--- src/rtl/adder_alu16b_if.sv ---
// Operand/result bundle for the registered 16-bit adder with ALU status flags.
// The master drives the operands; the slave (the adder) returns the sum and flags.
interface adder_alu16b_if;
  logic [15:0] X;
  logic [15:0] Y;
  logic [15:0] sum;
  logic        S;
  logic        C;
  logic        O;
  logic        Zero;
  logic        P;

  modport master (
    output X, Y,
    input  sum, S, C, O, Zero, P
  );

  modport slave (
    input  X, Y,
    output sum, S, C, O, Zero, P
  );
endinterface

--- src/rtl/adder_alu16b.sv ---
// Registered 16-bit adder built from four 4-bit carry-lookahead blocks with rippled
// block carries; sign, carry, overflow, zero and parity flags are registered alongside.
module adder_alu16b_cla4 (
  input  logic [3:0] a_i,
  input  logic [3:0] b_i,
  input  logic       c_i,
  output logic [3:0] sum_o,
  output logic       c_o
);
  logic [3:0] g;
  logic [3:0] p;
  logic [4:1] c;

  assign g = a_i & b_i;
  assign p = a_i ^ b_i;

  // Every carry is expanded from the block carry-in only, so no carry waits on another.
  assign c[1] = g[0] | (p[0] & c_i);
  assign c[2] = g[1] | (p[1] & g[0]) | (p[1] & p[0] & c_i);
  assign c[3] = g[2] | (p[2] & g[1]) | (p[2] & p[1] & g[0]) | (p[2] & p[1] & p[0] & c_i);
  assign c[4] = g[3] | (p[3] & g[2]) | (p[3] & p[2] & g[1]) | (p[3] & p[2] & p[1] & g[0])
              | (p[3] & p[2] & p[1] & p[0] & c_i);

  assign sum_o = p ^ {c[3:1], c_i};
  assign c_o   = c[4];
endmodule

module adder_alu16b (
  input  logic           clk,
  input  logic           rst_n,
  adder_alu16b_if.slave  bus
);
  logic [15:0] sum_d;
  logic [15:0] sum_q;
  logic        c4;
  logic        c8;
  logic        c12;
  logic        c16;
  logic        sign_d;
  logic        sign_q;
  logic        carry_q;
  logic        ovf_d;
  logic        ovf_q;
  logic        zero_d;
  logic        zero_q;
  logic        par_d;
  logic        par_q;

  adder_alu16b_cla4 u_blk0 (.a_i(bus.X[3:0]),   .b_i(bus.Y[3:0]),   .c_i(1'b0), .sum_o(sum_d[3:0]),   .c_o(c4));
  adder_alu16b_cla4 u_blk1 (.a_i(bus.X[7:4]),   .b_i(bus.Y[7:4]),   .c_i(c4),   .sum_o(sum_d[7:4]),   .c_o(c8));
  adder_alu16b_cla4 u_blk2 (.a_i(bus.X[11:8]),  .b_i(bus.Y[11:8]),  .c_i(c8),   .sum_o(sum_d[11:8]),  .c_o(c12));
  adder_alu16b_cla4 u_blk3 (.a_i(bus.X[15:12]), .b_i(bus.Y[15:12]), .c_i(c12),  .sum_o(sum_d[15:12]), .c_o(c16));

  always_comb begin
    sign_d = sum_d[15];
    ovf_d  = (bus.X[15] == bus.Y[15]) && (sum_d[15] != bus.X[15]);
    zero_d = ~|sum_d;
    par_d  = ~^sum_d;
  end

  // Reset values describe a zero result, so Zero and P come up set.
  always_ff @(posedge clk or negedge rst_n) begin
    if (!rst_n) begin
      sum_q   <= 16'h0000;
      sign_q  <= 1'b0;
      carry_q <= 1'b0;
      ovf_q   <= 1'b0;
      zero_q  <= 1'b1;
      par_q   <= 1'b1;
    end else begin
      sum_q   <= sum_d;
      sign_q  <= sign_d;
      carry_q <= c16;
      ovf_q   <= ovf_d;
      zero_q  <= zero_d;
      par_q   <= par_d;
    end
  end

  assign bus.sum  = sum_q;
  assign bus.S    = sign_q;
  assign bus.C    = carry_q;
  assign bus.O    = ovf_q;
  assign bus.Zero = zero_q;
  assign bus.P    = par_q;
endmodule

--- src/flat_wrapper.sv ---
// flat-port wrapper written by rule: the top's interface ports become plain ports
module adder_alu16b_flat 
  (clk, rst_n, bus_X, bus_Y, bus_sum, bus_S, bus_C, bus_O, bus_Zero, bus_P);
  adder_alu16b_if bus_i ();
  input  logic clk;
  input  logic rst_n;
  input wire logic [$bits(bus_i.X)-1:0] bus_X;
  input wire logic [$bits(bus_i.Y)-1:0] bus_Y;
  output wire logic [$bits(bus_i.sum)-1:0] bus_sum;
  output wire logic [$bits(bus_i.S)-1:0] bus_S;
  output wire logic [$bits(bus_i.C)-1:0] bus_C;
  output wire logic [$bits(bus_i.O)-1:0] bus_O;
  output wire logic [$bits(bus_i.Zero)-1:0] bus_Zero;
  output wire logic [$bits(bus_i.P)-1:0] bus_P;
  assign bus_i.X = bus_X;
  assign bus_i.Y = bus_Y;
  assign bus_sum = bus_i.sum;
  assign bus_S = bus_i.S;
  assign bus_C = bus_i.C;
  assign bus_O = bus_i.O;
  assign bus_Zero = bus_i.Zero;
  assign bus_P = bus_i.P;
  adder_alu16b u_core (.clk(clk), .rst_n(rst_n), .bus(bus_i));
endmodule
--- config.mk ---
export PLATFORM = sky130hd
export DESIGN_NAME = adder_alu16b_flat
export DESIGN_NICKNAME = d
export VERILOG_FILES = /design/src/rtl/adder_alu16b_if.sv /design/src/rtl/adder_alu16b.sv /design/src/flat_wrapper.sv
export SDC_FILE = /design/constraint.sdc
export NUM_CORES = 1
export LEC_CHECK = 0
export BUFFER_PORTS_ARGS = -buffer_cell sky130_fd_sc_hd__buf_2
export CORE_UTILIZATION = 45
export DETAILED_ROUTE_END_ITERATION = 10
export HOLD_SLACK_MARGIN = 0.15
export PLACE_DENSITY = 0.71
export SKIP_CTS_REPAIR_TIMING = 1
export SYNTH_ARGS = -nofsm -noshare
export SYNTH_HDL_FRONTEND = slang
export SYNTH_SLANG_ARGS = --single-unit
export TNS_END_PERCENT = 1
--- constraint.sdc ---
create_clock -name clk -period 0.8 [get_ports clk]
set_input_delay 0.12 -clock clk [delete_from_list [all_inputs] [get_ports clk]]
set_output_delay 0.12 -clock clk [all_outputs]
set_load 0.005 [all_outputs]
==> metrics.cfg <==
[synth]
number_of_warnings_issued_by_yosys=0
compound_cell_area_share_of_the_yosys_netlist_pct=13.06
yosys-mux-area-fraction_pct=0
syn_area_mm2=0.001446
synth_fa_ha_area_share_pct=23.70
count_of_flip_flops_with_a_built_in_enable_after_synthesis=0
synth-seq-cells=20
synth-simple-area-share_pct=9.170
synth_xor_xnor_area_share_pct=13.84
synth_flop_type=sky130_fd_sc_hd__dfrtp_1
synth_cells=135
synth_top_family_by_area=adder cells
async_flop_share_pct=100.0
fraction_of_the_yosys_area_taken_by_sequential_cells_pct=34.78
syn_area_per_cell_um2=10.71
ys_top_cells_by_area=sky130_fd_sc_hd__dfrtp_1 (31%), sky130_fd_sc_hd__ha_1 (18%), sky130_fd_sc_hd__xnor2_1 (9.7%)
synth.distinct_cells=36
synth.net_count=194
synthDominantCellAreaShare_pct=31.14
synthDominantAreaCellType=sky130_fd_sc_hd__dfrtp_1

[cts]
number_of_buffers_created_by_cts=3
cts-htree-levels=1
numClockSinks=20
clk_path_buf_depth=2
clkSlewWorstSetupHoldPaths_ns=0.11
cts_root_buffer=sky130_fd_sc_hd__clkbuf_4
tritoncts=done

[hold_path]
worst_hold_path_type=in2reg

[critical_path]
worst-path-max-fanout=4
slowest_cell_on_the_critical_path=sky130_fd_sc_hd__and4bb_2
critPathLaunchType=input port
crit_arrival_ns=3.11
cpPeakStageDelay_ns=0.36
cp-end-kind=register
critical_path_class=in2reg
critical_path.most_common_cell=sky130_fd_sc_hd__xnor2_1
worstPathRequired_ns=1.04
worstPathCellList=buf_6, ha_4, nand2_4, and4bb_2, o2111ai_2, a21o_1, and2_4, fa_2, xor2_2, ha_4, xnor2_2, xnor2_1, xnor2_1, xnor2_1, xnor2_1, xnor2_1

[timing]
timing.final.setup_violations=39
worstMarginPinSlew_ns=0.4400
pins_over_slew_limit=0
hold_violations=0
fin_worst_setup_slack_ns=-2.067
timing.final.crit_share_pct=358.4
period_needed_ns=2.867
rsz0062_at_grt=true
slew_headroom_pct=70.67
top_achievable_clock_speed_mhz=348.8

[pwr]
power.share.clock_pct=18.1
power.leakage_nw=1.173
p_sw_share_pct=30.93
switching_power_mw=1.442
vdd_drop_max_v=0.001170
power.share.combinational_pct=54.2
p_per_area_mw_per_mm2=2000
power.sequential.fraction_pct=27.8
power.internal_mw=3.220
power.total_mw=4.662

[layout]
drive_gt1_share_pct=57.08
antenna-diode-count=0
area.growth.synth_to_final_pct=61.16
instances_no_fill=277
final_core_utilization_pct=76.35
fillerInstances=227
num-nets-final=293

[detailed_routing]
drcViolationCount=0
post_drt_via_cell_ratio=4.693
detail_route.wirelength_mm=3.389
drtIter0Drc=20
detail-route-antenna-nets=0
detailedRoute.firstPassIterationCount=4
vias=1300
wl_per_cell_um=12.23

[job]
drv.max_cap_violation_count=0

[global_routing]
grt_antenna_before_repair=0
first_pass_grt_wire_length_mm=4.919
globalRouteTotalUtil_pct=18.92
vias_in_the_first_global_route=1259
grt_start_max_net_pins=21
grt.overflow.total=0

[outcome]
failed_checks=setup timing
status=finished, violations left

[placement]
place.gp.congestion=0.7911
placed_cells_incl_taps=270
place.port_buffers=54
post-dp-hpwl_mm=2.572

[floorplanning]
die_h_um=58.70
initial_core_util_pct=47.38
die-width_um=58.70
core-area_mm2=0.003053
design.die.area_mm2=0.003445
pin_count=55
row_count=20

[registers in the layout (all words and copies together), names as in the netlist]
signal	count
u_core.bus.sum	15
u_core.bus.C	1
u_core.bus.Zero	1
u_core.bus.P	1
u_core.bus.S	1
u_core.bus.O	1
[per-stage QoR]
step | setup slack [ns] | setup TNS [ns] | hold WS, ns | area [um^2]
after detailed placement | -2.387 | -21.90 | 0.08213 | 2110
after global routing | -2.201 | -19.87 | 0.1368 | 2331
after global placement | -2.332 | -21.04 | 0.07599 | 2110
after floorplan | -2.132 | -15.81 | -0.1756 | 1503
after CTS | -2.057 | -18.63 | -0.2623 | 2162
final | -2.067 | -17.99 | 0.1303 | 2331
[kinds of logic (layout without fill, tap and decap cells)]
logic type | count (synthesis) | in the layout
flops | 20 | 20
buf+inv | 20 | 118
xor+xnor | 22 | 22
compound gates | 24 | 24
fa+ha+maj | 25 | 25
simple gates | 24 | 24
[cells in the final DEF (no fill, tap or decap), types with 2 or more instances in the layout]
cell,count
sky130_fd_sc_hd__a21o_1,4
sky130_fd_sc_hd__a21oi_1,4
sky130_fd_sc_hd__a21oi_2,2
sky130_fd_sc_hd__buf_2,47
sky130_fd_sc_hd__buf_4,41
sky130_fd_sc_hd__buf_6,6
sky130_fd_sc_hd__clkbuf_4,3
sky130_fd_sc_hd__dfrtp_1,18
sky130_fd_sc_hd__dfstp_2,2
sky130_fd_sc_hd__fa_1,2
sky130_fd_sc_hd__fa_2,2
sky130_fd_sc_hd__ha_1,16
sky130_fd_sc_hd__ha_4,4
sky130_fd_sc_hd__inv_1,15
sky130_fd_sc_hd__inv_2,3
sky130_fd_sc_hd__nand2_1,3
sky130_fd_sc_hd__nand3_1,2
sky130_fd_sc_hd__nor2_1,5
sky130_fd_sc_hd__nor2b_1,2
sky130_fd_sc_hd__nor3_1,3
sky130_fd_sc_hd__o21a_1,2
sky130_fd_sc_hd__o21ai_2,2
sky130_fd_sc_hd__xnor2_1,13
sky130_fd_sc_hd__xnor2_2,3
sky130_fd_sc_hd__xor2_1,2
sky130_fd_sc_hd__xor2_2,3
[worst paths after layout]
kind | slack (ns) | from | depth (start not counted) | to
min in group asynchronous | 0.27 | rst_n | 2 | u_core.bus.sum[9]
max | -2.07 | bus_Y[5] | 16 | u_core.bus.P
min | 0.13 | bus_Y[15] | 3 | u_core.bus.C
max in group asynchronous | 0.18 | rst_n | 2 | u_core.bus.Zero
[power groups by stage]
stage | logic (mW) | registers, mW | clock network, mW
3_3_place_gp | 2.27 | 1.30 | 0
6_report | 2.52 | 1.29 | 0.843
2_1_floorplan | 1.49 | 1.35 | 0
3_5_place_dp | 2.33 | 1.30 | 0
4_1_cts | 2.34 | 1.28 | 0.848
5_1_grt | 2.77 | 1.32 | 0.895
[cell type report]
cell class / count / area [um^2] / share of cell area, %
timing repair buffer: 96 / 635.6 / 27.27
inverter: 18 / 67.56 / 2.899
multi-input combinational: 95 / 1017 / 43.64
clock buffer: 3 / 22.52 / 0.9662
clock inverter: 1 / 30.03 / 1.288
tap: 44 / 55.05 / 2.362
sequential: 20 / 503.0 / 21.58
[critical path, delay by kind of cell]
family | cells | cell delay, ns
adders and majority gates | 3 | 0.87
xor gates and xnor gates | 7 | 1.08
buffers and inverters | 1 | 0.10
AOI/OAI and AO/OA | 2 | 0.37
and+or+nand+nor | 3 | 0.57
[synthesized netlist by cell type (2+ instances only)]
cell type	instances
sky130_fd_sc_hd__inv_1	17
sky130_fd_sc_hd__xnor2_1	16
sky130_fd_sc_hd__fa_1	4
sky130_fd_sc_hd__nand2_1	4
sky130_fd_sc_hd__xor2_1	5
sky130_fd_sc_hd__dfstp_2	2
sky130_fd_sc_hd__a21o_1	4
sky130_fd_sc_hd__nor3_1	3
sky130_fd_sc_hd__nor2_1	5
sky130_fd_sc_hd__nand3_1	2
sky130_fd_sc_hd__o21ai_0	2
sky130_fd_sc_hd__dfrtp_1	18
sky130_fd_sc_hd__nor2b_1	2
sky130_fd_sc_hd__ha_1	21
sky130_fd_sc_hd__a21oi_1	7
sky130_fd_sc_hd__and2_1	2
sky130_fd_sc_hd__o21a_1	2
[per-layer routing]
layer  track usage, %  share of wire, %
met1            21.11                40
met2            36.12                54
met3            2.637               3.1
met4            7.143               2.5
met5                0                 0
Note: power is estimated with default switching activity, not from simulation.
